File: config.mk
export PLATFORM = sky130hd
export DESIGN_NAME = ifetch_ctrl
export DESIGN_NICKNAME = d
export VERILOG_FILES = /design/src/rtl/ifetch_pkg.sv /design/src/rtl/ifetch_fifo2.sv /design/src/rtl/ifetch_ctrl.sv
export SDC_FILE = /design/constraint.sdc
export NUM_CORES = 1
export LEC_CHECK = 0
export ABC_AREA = 1
export BUFFER_PORTS_ARGS = -buffer_cell sky130_fd_sc_hd__buf_2
export CORE_MARGIN = 1
export CORE_UTILIZATION = 30
export DETAILED_ROUTE_END_ITERATION = 10
export GPL_TIMING_DRIVEN = 0
export PLACE_DENSITY_LB_ADDON = 0.25
export SLEW_MARGIN = 20
export SYNTH_ARGS = -nofsm -noshare
export SYNTH_HDL_FRONTEND = slang
export SYNTH_HIERARCHICAL = 1
export SYNTH_SLANG_ARGS = --single-unit
File: constraint.sdc
create_clock -name clk -period 5.25 [get_ports clk]
set_input_delay 0 -clock clk [delete_from_list [all_inputs] [get_ports clk]]
set_output_delay 0 -clock clk [all_outputs]
set_load 0.005 [all_outputs]
File: src/rtl/ifetch_pkg.sv
// Shared widths, reset PC and FSM state encoding for the instruction fetch sequencer.
package ifetch_pkg;

   localparam int unsigned DEF_ADDR_W   = 8;
   localparam int unsigned DEF_INSTR_W  = 32;
   localparam int unsigned DEF_RESET_PC = 0;

   typedef enum logic [1:0] {
      IDLE   = 2'd0,
      RUN    = 2'd1,
      HALTED = 2'd2
   } state_t;

endpackage

File: src/rtl/ifetch_fifo2.sv
// Two-entry prefetch FIFO holding {instruction word, fetch address} pairs.
// Flush has priority over push and pop; push into a full FIFO is accepted only
// alongside a pop.
module ifetch_fifo2
   import ifetch_pkg::*;
#(
   parameter int unsigned ADDR_W  = DEF_ADDR_W,
   parameter int unsigned INSTR_W = DEF_INSTR_W
) (
   input  logic               clk,
   input  logic               reset,
   input  logic               push,
   input  logic               pop,
   input  logic               flush,
   input  logic [0:INSTR_W-1] push_data,
   input  logic [0:ADDR_W-1]  push_pc,
   output logic [1:0]         count,
   output logic [0:INSTR_W-1] head_data,
   output logic [0:ADDR_W-1]  head_pc
);

   logic [0:INSTR_W-1] data_q [2];
   logic [0:ADDR_W-1]  pc_q   [2];
   logic               rd_ptr_q;
   logic               wr_ptr_q;
   logic [1:0]         count_q;
   logic [1:0]         count_d;
   logic               pop_ok;
   logic               push_ok;

   // Qualify requests against occupancy so the pointers can never over/underrun.
   always_comb begin
      pop_ok  = pop && (count_q != 2'd0);
      push_ok = push && ((count_q != 2'd2) || pop_ok);
      count_d = count_q;
      if (push_ok && !pop_ok) begin
         count_d = count_q + 2'd1;
      end else if (pop_ok && !push_ok) begin
         count_d = count_q - 2'd1;
      end
   end

   // Storage, pointers and occupancy.
   always_ff @(posedge clk or posedge reset) begin
      if (reset) begin
         for (int i = 0; i < 2; i++) begin
            data_q[i] <= '0;
            pc_q[i]   <= '0;
         end
         rd_ptr_q <= 1'b0;
         wr_ptr_q <= 1'b0;
         count_q  <= 2'd0;
      end else if (flush) begin
         // Head keeps pointing at the last presented entry so instr/instr_pc hold.
         wr_ptr_q <= rd_ptr_q;
         count_q  <= 2'd0;
      end else begin
         if (push_ok) begin
            data_q[wr_ptr_q] <= push_data;
            pc_q[wr_ptr_q]   <= push_pc;
            wr_ptr_q         <= ~wr_ptr_q;
         end
         if (pop_ok) begin
            rd_ptr_q <= ~rd_ptr_q;
         end
         count_q <= count_d;
      end
   end

   // Head presentation.
   always_comb begin
      count     = count_q;
      head_data = data_q[rd_ptr_q];
      head_pc   = pc_q[rd_ptr_q];
   end

endmodule

File: src/rtl/ifetch_ctrl.sv
// Instruction fetch sequencer: owns the PC, runs the IDLE/RUN/HALTED control FSM,
// fetches from a combinational-read instruction memory into a 2-entry prefetch
// buffer and hands words to decode with a valid/ready handshake. Redirect flushes
// the buffer and reloads the PC from any state.
module ifetch_ctrl
   import ifetch_pkg::*;
#(
   parameter int unsigned ADDR_W   = DEF_ADDR_W,
   parameter int unsigned INSTR_W  = DEF_INSTR_W,
   parameter int unsigned RESET_PC = DEF_RESET_PC
) (
   input  logic               clk,
   input  logic               reset,
   input  logic               start,
   input  logic               halt,
   input  logic               redirect,
   input  logic [0:ADDR_W-1]  redirect_pc,
   output logic [0:ADDR_W-1]  imem_addr,
   input  logic [0:INSTR_W-1] imem_data,
   output logic [0:INSTR_W-1] instr,
   output logic [0:ADDR_W-1]  instr_pc,
   output logic               instr_valid,
   input  logic               instr_ready,
   output logic               busy
);

   state_t            state_q;
   state_t            state_d;
   logic [0:ADDR_W-1] pc_q;
   logic [0:ADDR_W-1] pc_d;
   logic [1:0]        count;
   logic              pop;
   logic              fetch;

   ifetch_fifo2 #(
      .ADDR_W  (ADDR_W),
      .INSTR_W (INSTR_W)
   ) u_fifo (
      .clk       (clk),
      .reset     (reset),
      .push      (fetch),
      .pop       (pop),
      .flush     (redirect),
      .push_data (imem_data),
      .push_pc   (pc_q),
      .count     (count),
      .head_data (instr),
      .head_pc   (instr_pc)
   );

   // State register.
   always_ff @(posedge clk or posedge reset) begin
      if (reset) begin
         state_q <= IDLE;
      end else begin
         state_q <= state_d;
      end
   end

   // Next state; redirect freezes the state, halt beats start in HALTED.
   always_comb begin
      state_d = state_q;
      if (!redirect) begin
         unique case (state_q)
            IDLE:    if (start) state_d = RUN;
            RUN:     if (halt) state_d = HALTED;
            HALTED:  if (start && !halt) state_d = RUN;
            default: state_d = IDLE;
         endcase
      end
   end

   // Handshake, fetch qualification and next PC.
   always_comb begin
      instr_valid = (count != 2'd0);
      pop         = instr_valid && instr_ready;
      fetch       = (state_q == RUN) && !halt && !redirect && ((count != 2'd2) || pop);
      pc_d        = pc_q;
      if (redirect) begin
         pc_d = redirect_pc;
      end else if (fetch) begin
         pc_d = pc_q + ADDR_W'(1);
      end
   end

   // Program counter; wraps naturally at 2^ADDR_W.
   always_ff @(posedge clk or posedge reset) begin
      if (reset) begin
         pc_q <= ADDR_W'(RESET_PC);
      end else begin
         pc_q <= pc_d;
      end
   end

   // Status outputs.
   always_comb begin
      imem_addr = pc_q;
      busy      = !((state_q == IDLE) || ((state_q == HALTED) && (count == 2'd0)));
   end

endmodule
==> impl_metrics.json, run 1 <==
{
  "grt_pass1_wl_um": 19700,
  "final_util_pct": 40.3,
  "antenna_cells": 0,
  "tightest_slew_ns": 0.636,
  "rsz0062_at_grt": "false",
  "path_cells": "inv_2 -> nand2_1 -> nor2_2 -> nand2_2 -> nor2_1 -> buf_2 -> nand4_4 -> buf_6 -> nand2_2 -> o21ai_2",
  "cts_resized": 0,
  "top_layer": "met4",
  "synth.top_cell.area_share_pct": 50.5,
  "cts_max_level": 3,
  "yosysUniqueCellTypes": 27,
  "cp.required_ns": 5.48,
  "dp_hpwl_um": 8240,
  "initial_core_util_pct": 30.7,
  "hold_path.class": "in -> async",
  "avgRoutedWirePerCell_um": 13.2,
  "hold_viol": 0,
  "drive_gt1_share_pct": 28.4,
  "ios": 96,
  "grt_usage_pct": 15.8,
  "ys_seq_elements": 94,
  "clkSlewWorstSetupHoldPaths_ns": 0.06,
  "syn_nets": 614,
  "timing.final.ws_setup_ns": 3.26,
  "fin_tns_setup_ns": 0,
  "cp_top_family": "simple AND/OR/NAND/NOR gates",
  "p_per_area_nw_per_um2": 472,
  "peakVddDrop_mv": 0.225,
  "drcViolationCount": 0,
  "die-height_um": 127,
  "syn_area_um2": 4660,
  "yosysTopAreaCell": "dfrtp_1",
  "outcome": "finished clean",
  "power.internal_mw": 1.85,
  "crit_buf_inv": 3,
  "synth-seq-area-share_pct": 50.5,
  "cts_max_path_buffers": 2,
  "timing.final.crit_share_pct": 37.9,
  "clock_skew_ns": 0.0101,
  "maxCapViolCount": 0,
  "rows": 45,
  "critPathMaxStageDelay_ns": 0.37,
  "die-area_um2": 16000,
  "wl_met2_um": 5670,
  "vias_per_cell": 4.56,
  "pwr-share-seq_pct": 41.5,
  "port-buffer-count": 95,
  "core_area_um2": 15200,
  "nets": 765,
  "drtIter0Drc": 231,
  "p_leak_nw": 3.24,
  "clock_latency_ns": 0.34,
  "first_pass_iters": 4,
  "startpoint_type": "flip-flop",
  "cts-root-buf": "clkbuf_16",
  "antenna_found_initial": 0,
  "grt_max_degree": 59,
  "cp_slowest_cell": "dfrtp_1",
  "min_period_ns": 1.99,
  "p_comb_share_pct": 36.7,
  "yosysWarningCount": 6,
  "endpoint_kind": "flip-flop",
  "critPathKind": "reg -> reg",
  "place.gp.congestion": 0.808,
  "arrival_ns": 2.21,
  "grt_pass1_vias": 3954,
  "vias": 4148,
  "dpl_worst_slack_ns": 3.28,
  "wl_met3_um": 591,
  "wl_met1_um": 5650,
  "p_sw_share_pct": 36.0,
  "clkPwrFrac_pct": 21.8,
  "synthTopCellsByArea": "dfrtp_1 50%, nand2_1 18%, o21ai_2 7.5%",
  "avgSynthCellArea_um2": 8.22,
  "synth_cells": 567,
  "report.final.setup_viol": 0,
  "ctsHoldBuffers": 44,
  "grt-ovfl-total": 0,
  "post_cts_buffers": 0,
  "cts_tree": "yes",
  "ant_nets": 0,
  "p_sw_mw": 1.04,
  "path_common_cell": "nand2_2",
  "slew_viol_final": 0,
  "cp_max_fo": 10,
  "cts_made_buffers": 9,
  "slew_headroom_pct": 57.6,
  "die_w_um": 127,
  "clock-sinks": 94,
  "timing.fmax_ghz": 0.503,
  "nFillCells": 1530,
  "drt-total-wl_um": 12000,
  "area_growth_syn_to_layout_pct": 31.3
}
power by group through the flow:
stage	clock [mW]	sequential [mW]	combinational, mW
6_report	0.629	1.20	1.06
5_1_grt	0.683	1.23	1.22
4_1_cts	0.649	1.20	1.08
3_5_place_dp	0	1.21	1.05
3_3_place_gp	0	1.20	1.02
2_1_floorplan	0	1.17	0.670
area by class of cell:
class / count / area (um^2) / share of cell area [%]
Buffer: 30 / 203 / 3.31
Sequential cell: 94 / 2350 / 38.4
Timing Repair Buffer: 140 / 943 / 15.4
Clock buffer: 10 / 229 / 3.74
Multi-Input combinational cell: 383 / 1880 / 30.7
Tap cell: 188 / 235 / 3.84
Clock inverter: 4 / 50.0 / 0.818
Inverter: 60 / 228 / 3.72
metal layers:
layer | vias to the layer above | GRT usage, %
li1 | 2072 | -
met1 | 1963 | 21.0
met2 | 106 | 25.8
met3 | 7 | 3.96
met4 | 0 | 4.04
met5 | - | 0
worst register-to-register path: stages (launching register included):
cell and delay (ns):
dfrtp_1 0.37, inv_2 0.09, nand2_1 0.07, nor2_2 0.12
nand2_2 0.09, nor2_1 0.23, buf_2 0.27, nand4_4 0.25
buf_6 0.26, nand2_2 0.07, o21ai_2 0.05
final timing paths:
kind | startpoint | end | slack (ns) | depth (start not counted)
max in group asynchronous | reset | u_fifo/data_q[24]$_DFFE_PP0P_ | 4.44 | 4
min in group clk | instr_ready | imem_addr[7]$_DFFE_PP0P_ | 0.20 | 6
worst max-delay path | state_q[1]$_DFFE_PP0P_ | u_fifo/data_q[56]$_DFFE_PP0P_ | 3.26 | 10
worst min-delay path | reset | u_fifo/pc_q[2]$_DFFE_PP0P_ | 0.20 | 3
worst min register to register | u_fifo/data_q[32]$_DFFE_PP0P_ | u_fifo/data_q[32]$_DFFE_PP0P_ | 0.48 | 2
worst max register to register | state_q[1]$_DFFE_PP0P_ | u_fifo/data_q[56]$_DFFE_PP0P_ | 3.26 | 10
placed cells by master, fill, tap and decap left out, drive strengths merged:
| cell | Yosys | final |
|---|---|---|
| a21oi | 4 | 4 |
| buf | 19 | 115 |
| bufinv | 0 | 1 |
| clkbuf | 11 | 21 |
| clkinv | 0 | 1 |
| clkinvlp | 0 | 2 |
| dfrtp | 94 | 94 |
| dlygate4sd3 | 0 | 44 |
| ha | 1 | 1 |
| inv | 60 | 60 |
| nand2 | 243 | 243 |
| nand3 | 21 | 21 |
| nand3b | 1 | 1 |
| nand4 | 4 | 4 |
| nor2 | 14 | 14 |
| o2111ai | 1 | 1 |
| o211ai | 1 | 1 |
| o21ai | 89 | 89 |
| xnor2 | 3 | 3 |
| xor2 | 1 | 1 |
synthesized netlist by cell type (all sizes together):
library cell / count
nand4: 4
buf: 19
o211ai: 1
inv: 60
a21oi: 4
xnor2: 3
nand3b: 1
o21ai: 89
clkbuf: 11
dfrtp: 94
nand3: 21
xor2: 1
o2111ai: 1
ha: 1
nand2: 243
nor2: 14
state kept, by name, summed over array words and instances (netlist names):
signal	flops
u_fifo/data_q	64
u_fifo/wr_ptr_q	1
imem_addr	8
state_q	2
u_fifo/count	2
u_fifo/pc_q	16
u_fifo/rd_ptr_q	1
stage by stage:
step	std cells	power [mW]	instance area [um^2]	hold slack (ns)
final	909	2.89	6120	0.201
after global routing	909	3.13	6120	0.235
after CTS	909	2.93	6120	0.176
after detailed placement	851	2.26	5400	0.0325
after global placement	850	2.22	5370	0.0282
after floorplan	567	1.84	4660	-0.160
cells by family after synthesis:
kind of cell	share of synthesized area (%)
AOI/OAI and AO/OA	13.8
adders and majority gates	0.268
and+or+nand+nor	25.5
DFF	50.5
buffers and inverters	9.18
xor gates and xnor gates	0.752
No activity file was read; power rests on OpenSTA's default activity.
==> run 2, diff against run 1 <==
- clock period: 5.25 -> 1.75 ns (I/O delays scaled with it)
==> run 2 against run 1 <==
Clock skew decreased by 0.0011 ns. Sequential cell count is the same. Via count hardly changed. Critical path depth fell by 2. Clock-buffer cell count increased by 4. Global-route usage is 0.42 points higher. Register-to-register slack worse by 3.2 ns. Total power increased to 3.1 times the previous value. Fmax up 20%. Critical path type unchanged. Largest power group unchanged.
==> impl_metrics.json, run 2 (same netlist as run 1, synthesis figures left out) <==
{
  "outcome": "finished clean",
  "fin_area_um2": 6360,
  "vias": 4150,
  "clkSlewWorstSetupHoldPaths_ns": 0.07,
  "hold_viol": 0,
  "timing.rr.start": "u_fifo/count[0]$_DFFE_PP0P_",
  "nets": 776,
  "drt-total-wl_um": 12600,
  "clock-sinks": 94,
  "cp-endpoint": "u_fifo/wr_ptr_q$_DFFE_PP0P_",
  "largest_register_ffs": 64,
  "critPathKind": "reg -> reg",
  "die-area_um2": 16000,
  "cts_max_level": 3,
  "cp_top_family": "buffers and inverters",
  "grt_max_degree": 31,
  "grt-ovfl-total": 0,
  "tightest_slew_ns": 0.653,
  "final_cell_mix": "222 x nand2_1, 97 x buf_2, 92 x dfrtp_1",
  "peakVddDrop_mv": 0.670,
  "antenna_cells": 0,
  "arrival_ns": 1.88,
  "initial_core_util_pct": 30.7,
  "core_area_um2": 15200,
  "antenna_found_initial": 0,
  "port-buffer-count": 95,
  "nFillCells": 1537,
  "maxCapViolCount": 0,
  "ant_nets": 0,
  "timing.fmax_ghz": 0.602,
  "min_period_ns": 1.66,
  "rsz0062_at_grt": "true",
  "cp_slowest_cell": "dfrtp_2",
  "report.final.setup_viol": 0,
  "critPathMaxStageDelay_ns": 0.45,
  "placed_cell_area_um2": 5420,
  "vias_per_cell": 4.50,
  "dp_hpwl_um": 8520,
  "drive_gt1_share_pct": 31.5,
  "final_cells": 922,
  "slew_headroom_pct": 56.4,
  "rows": 45,
  "ios": 96,
  "path_cells": "nand3b_1 -> nand2_2 -> nor2_4 -> buf_8 -> buf_12 -> nand4_4 -> buf_6 -> o211ai_1",
  "die-height_um": 127,
  "startpoint_type": "flip-flop",
  "reg2reg_depth": 8,
  "endpoint_kind": "flip-flop",
  "dp.cells": 852,
  "avgRoutedWirePerCell_um": 13.6,
  "drcViolationCount": 0,
  "cts_tree": "yes",
  "cts_max_path_buffers": 2,
  "cp_max_fo": 10,
  "area_growth_syn_to_layout_pct": 36.5,
  "slew_viol_final": 0,
  "hold_path.class": "in -> reg",
  "final_common_cell": "nand2_1",
  "p_per_area_nw_per_um2": 1420,
  "timing.final.crit_share_pct": 95.0,
  "drtIter0Drc": 177,
  "clock_latency_ns": 0.35,
  "die_w_um": 127,
  "cp.depth": 8,
  "cts_made_buffers": 9,
  "r2r-end": "u_fifo/wr_ptr_q$_DFFE_PP0P_",
  "cts-root-buf": "clkbuf_16",
  "place.gp.congestion": 0.795,
  "grt_pass1_wl_um": 20000,
  "grt_pass1_vias": 4033,
  "grt_usage_pct": 16.2,
  "crit_buf_inv": 3,
  "cp.required_ns": 1.97,
  "regToRegSetupSlack_ns": 0.09,
  "whs_ns": 0.172,
  "clock_skew_ns": 0.00906,
  "p_leak_nw": 3.36,
  "cp-startpoint": "u_fifo/count[0]$_DFFE_PP0P_",
  "first_pass_iters": 4,
  "regMostFlops": "u_fifo/data_q"
}
-- run 2: changes by cell type in the layout (fill, tap and decap cells not counted), sizes merged --
| cell | previous run | this run |
|---|---|---|
| buf | 115 | 124 |
| inv | 60 | 59 |
| nand4 | 4 | 5 |
| clkbuf | 21 | 26 |
| clkinv | 1 | 0 |
-- run 2: tightest hold or removal path, stage by stage --
cell	delay [ns]
buf_2	0.10
inv_1	0.07
nor2_2	0.06
nand4_1	0.08
nand2_1	0.05
nand2_1	0.05
nand2_1	0.05
-- run 2: per-stage QoR --
| stage | setup TNS [ns] | setup slack (ns) | total power [mW] | utilization (%) |
|---|---|---|---|---|
| 4_1_cts | 0 | 0.0170 | 9.06 | 41.1 |
| 6_report | 0 | 0.0878 | 9.00 | 41.8 |
| 3_3_place_gp | -12.10 | -0.186 | 6.68 | 35.4 |
| 3_5_place_dp | -12.91 | -0.187 | 6.81 | 35.6 |
| 2_1_floorplan | 0 | 0.154 | 5.52 | - |
| 5_1_grt | -0.483 | -0.0313 | 9.67 | 41.8 |
-- run 2: per-layer routing --
layer  share of wire, %  global-route usage [%]
met5                  0                       0
met4                1.4                    5.95
met3                4.5                    3.88
met2                 48                    26.7
met1                 46                    20.7
-- run 2: worst min path at each step --
stage | start | to | slack [ns] | cells after the start
finish | instr_ready | u_fifo/count[1]$_DFFE_PP0P_ | 0.17 | 7
detailed placement | reset | state_q[0]$_DFFE_PP0P_ | 0.04 | 2
global placement | reset | state_q[1]$_DFFE_PP0P_ | 0.04 | 2
global route | reset | imem_addr[7]$_DFFE_PP0P_ | 0.22 | 3
CTS | instr_ready | u_fifo/count[1]$_DFFE_PP0P_ | 0.16 | 7
floorplan | reset | imem_addr[0]$_DFFE_PP0P_ | -0.16 | 1
-- run 2: power by group --
group | total, mW | switching [mW] | internal, mW
Clock | 2.08 | 0.819 | 1.26
Combinational | 3.30 | 1.84 | 1.47
Sequential | 3.61 | 0.552 | 3.06
Total | 9.00 | 3.21 | 5.79
-- run 2: cell type report --
class                      count  area, um^2  share of cell area, %
timing repair buffer         150        1050                   16.6
tap                          188         235                   3.70
clock inverter                 2        37.5                  0.590
sequential                    94        2350                   37.0
multi-input combinational    384        1920                   30.2
buffer                        30         244                   3.84
inverter                      60         229                   3.60
clock buffer                  14         284                   4.47
-- run 2: timing repair --
item                                    CTS  global route
hold buffers                             44             0
setup buffers                             0             8
hold endpoints to repair                109             0
gates resized for setup                  20             8
pin swaps                                 1             0
endpoints found under the setup margin  111            92
gates cloned                              1             1
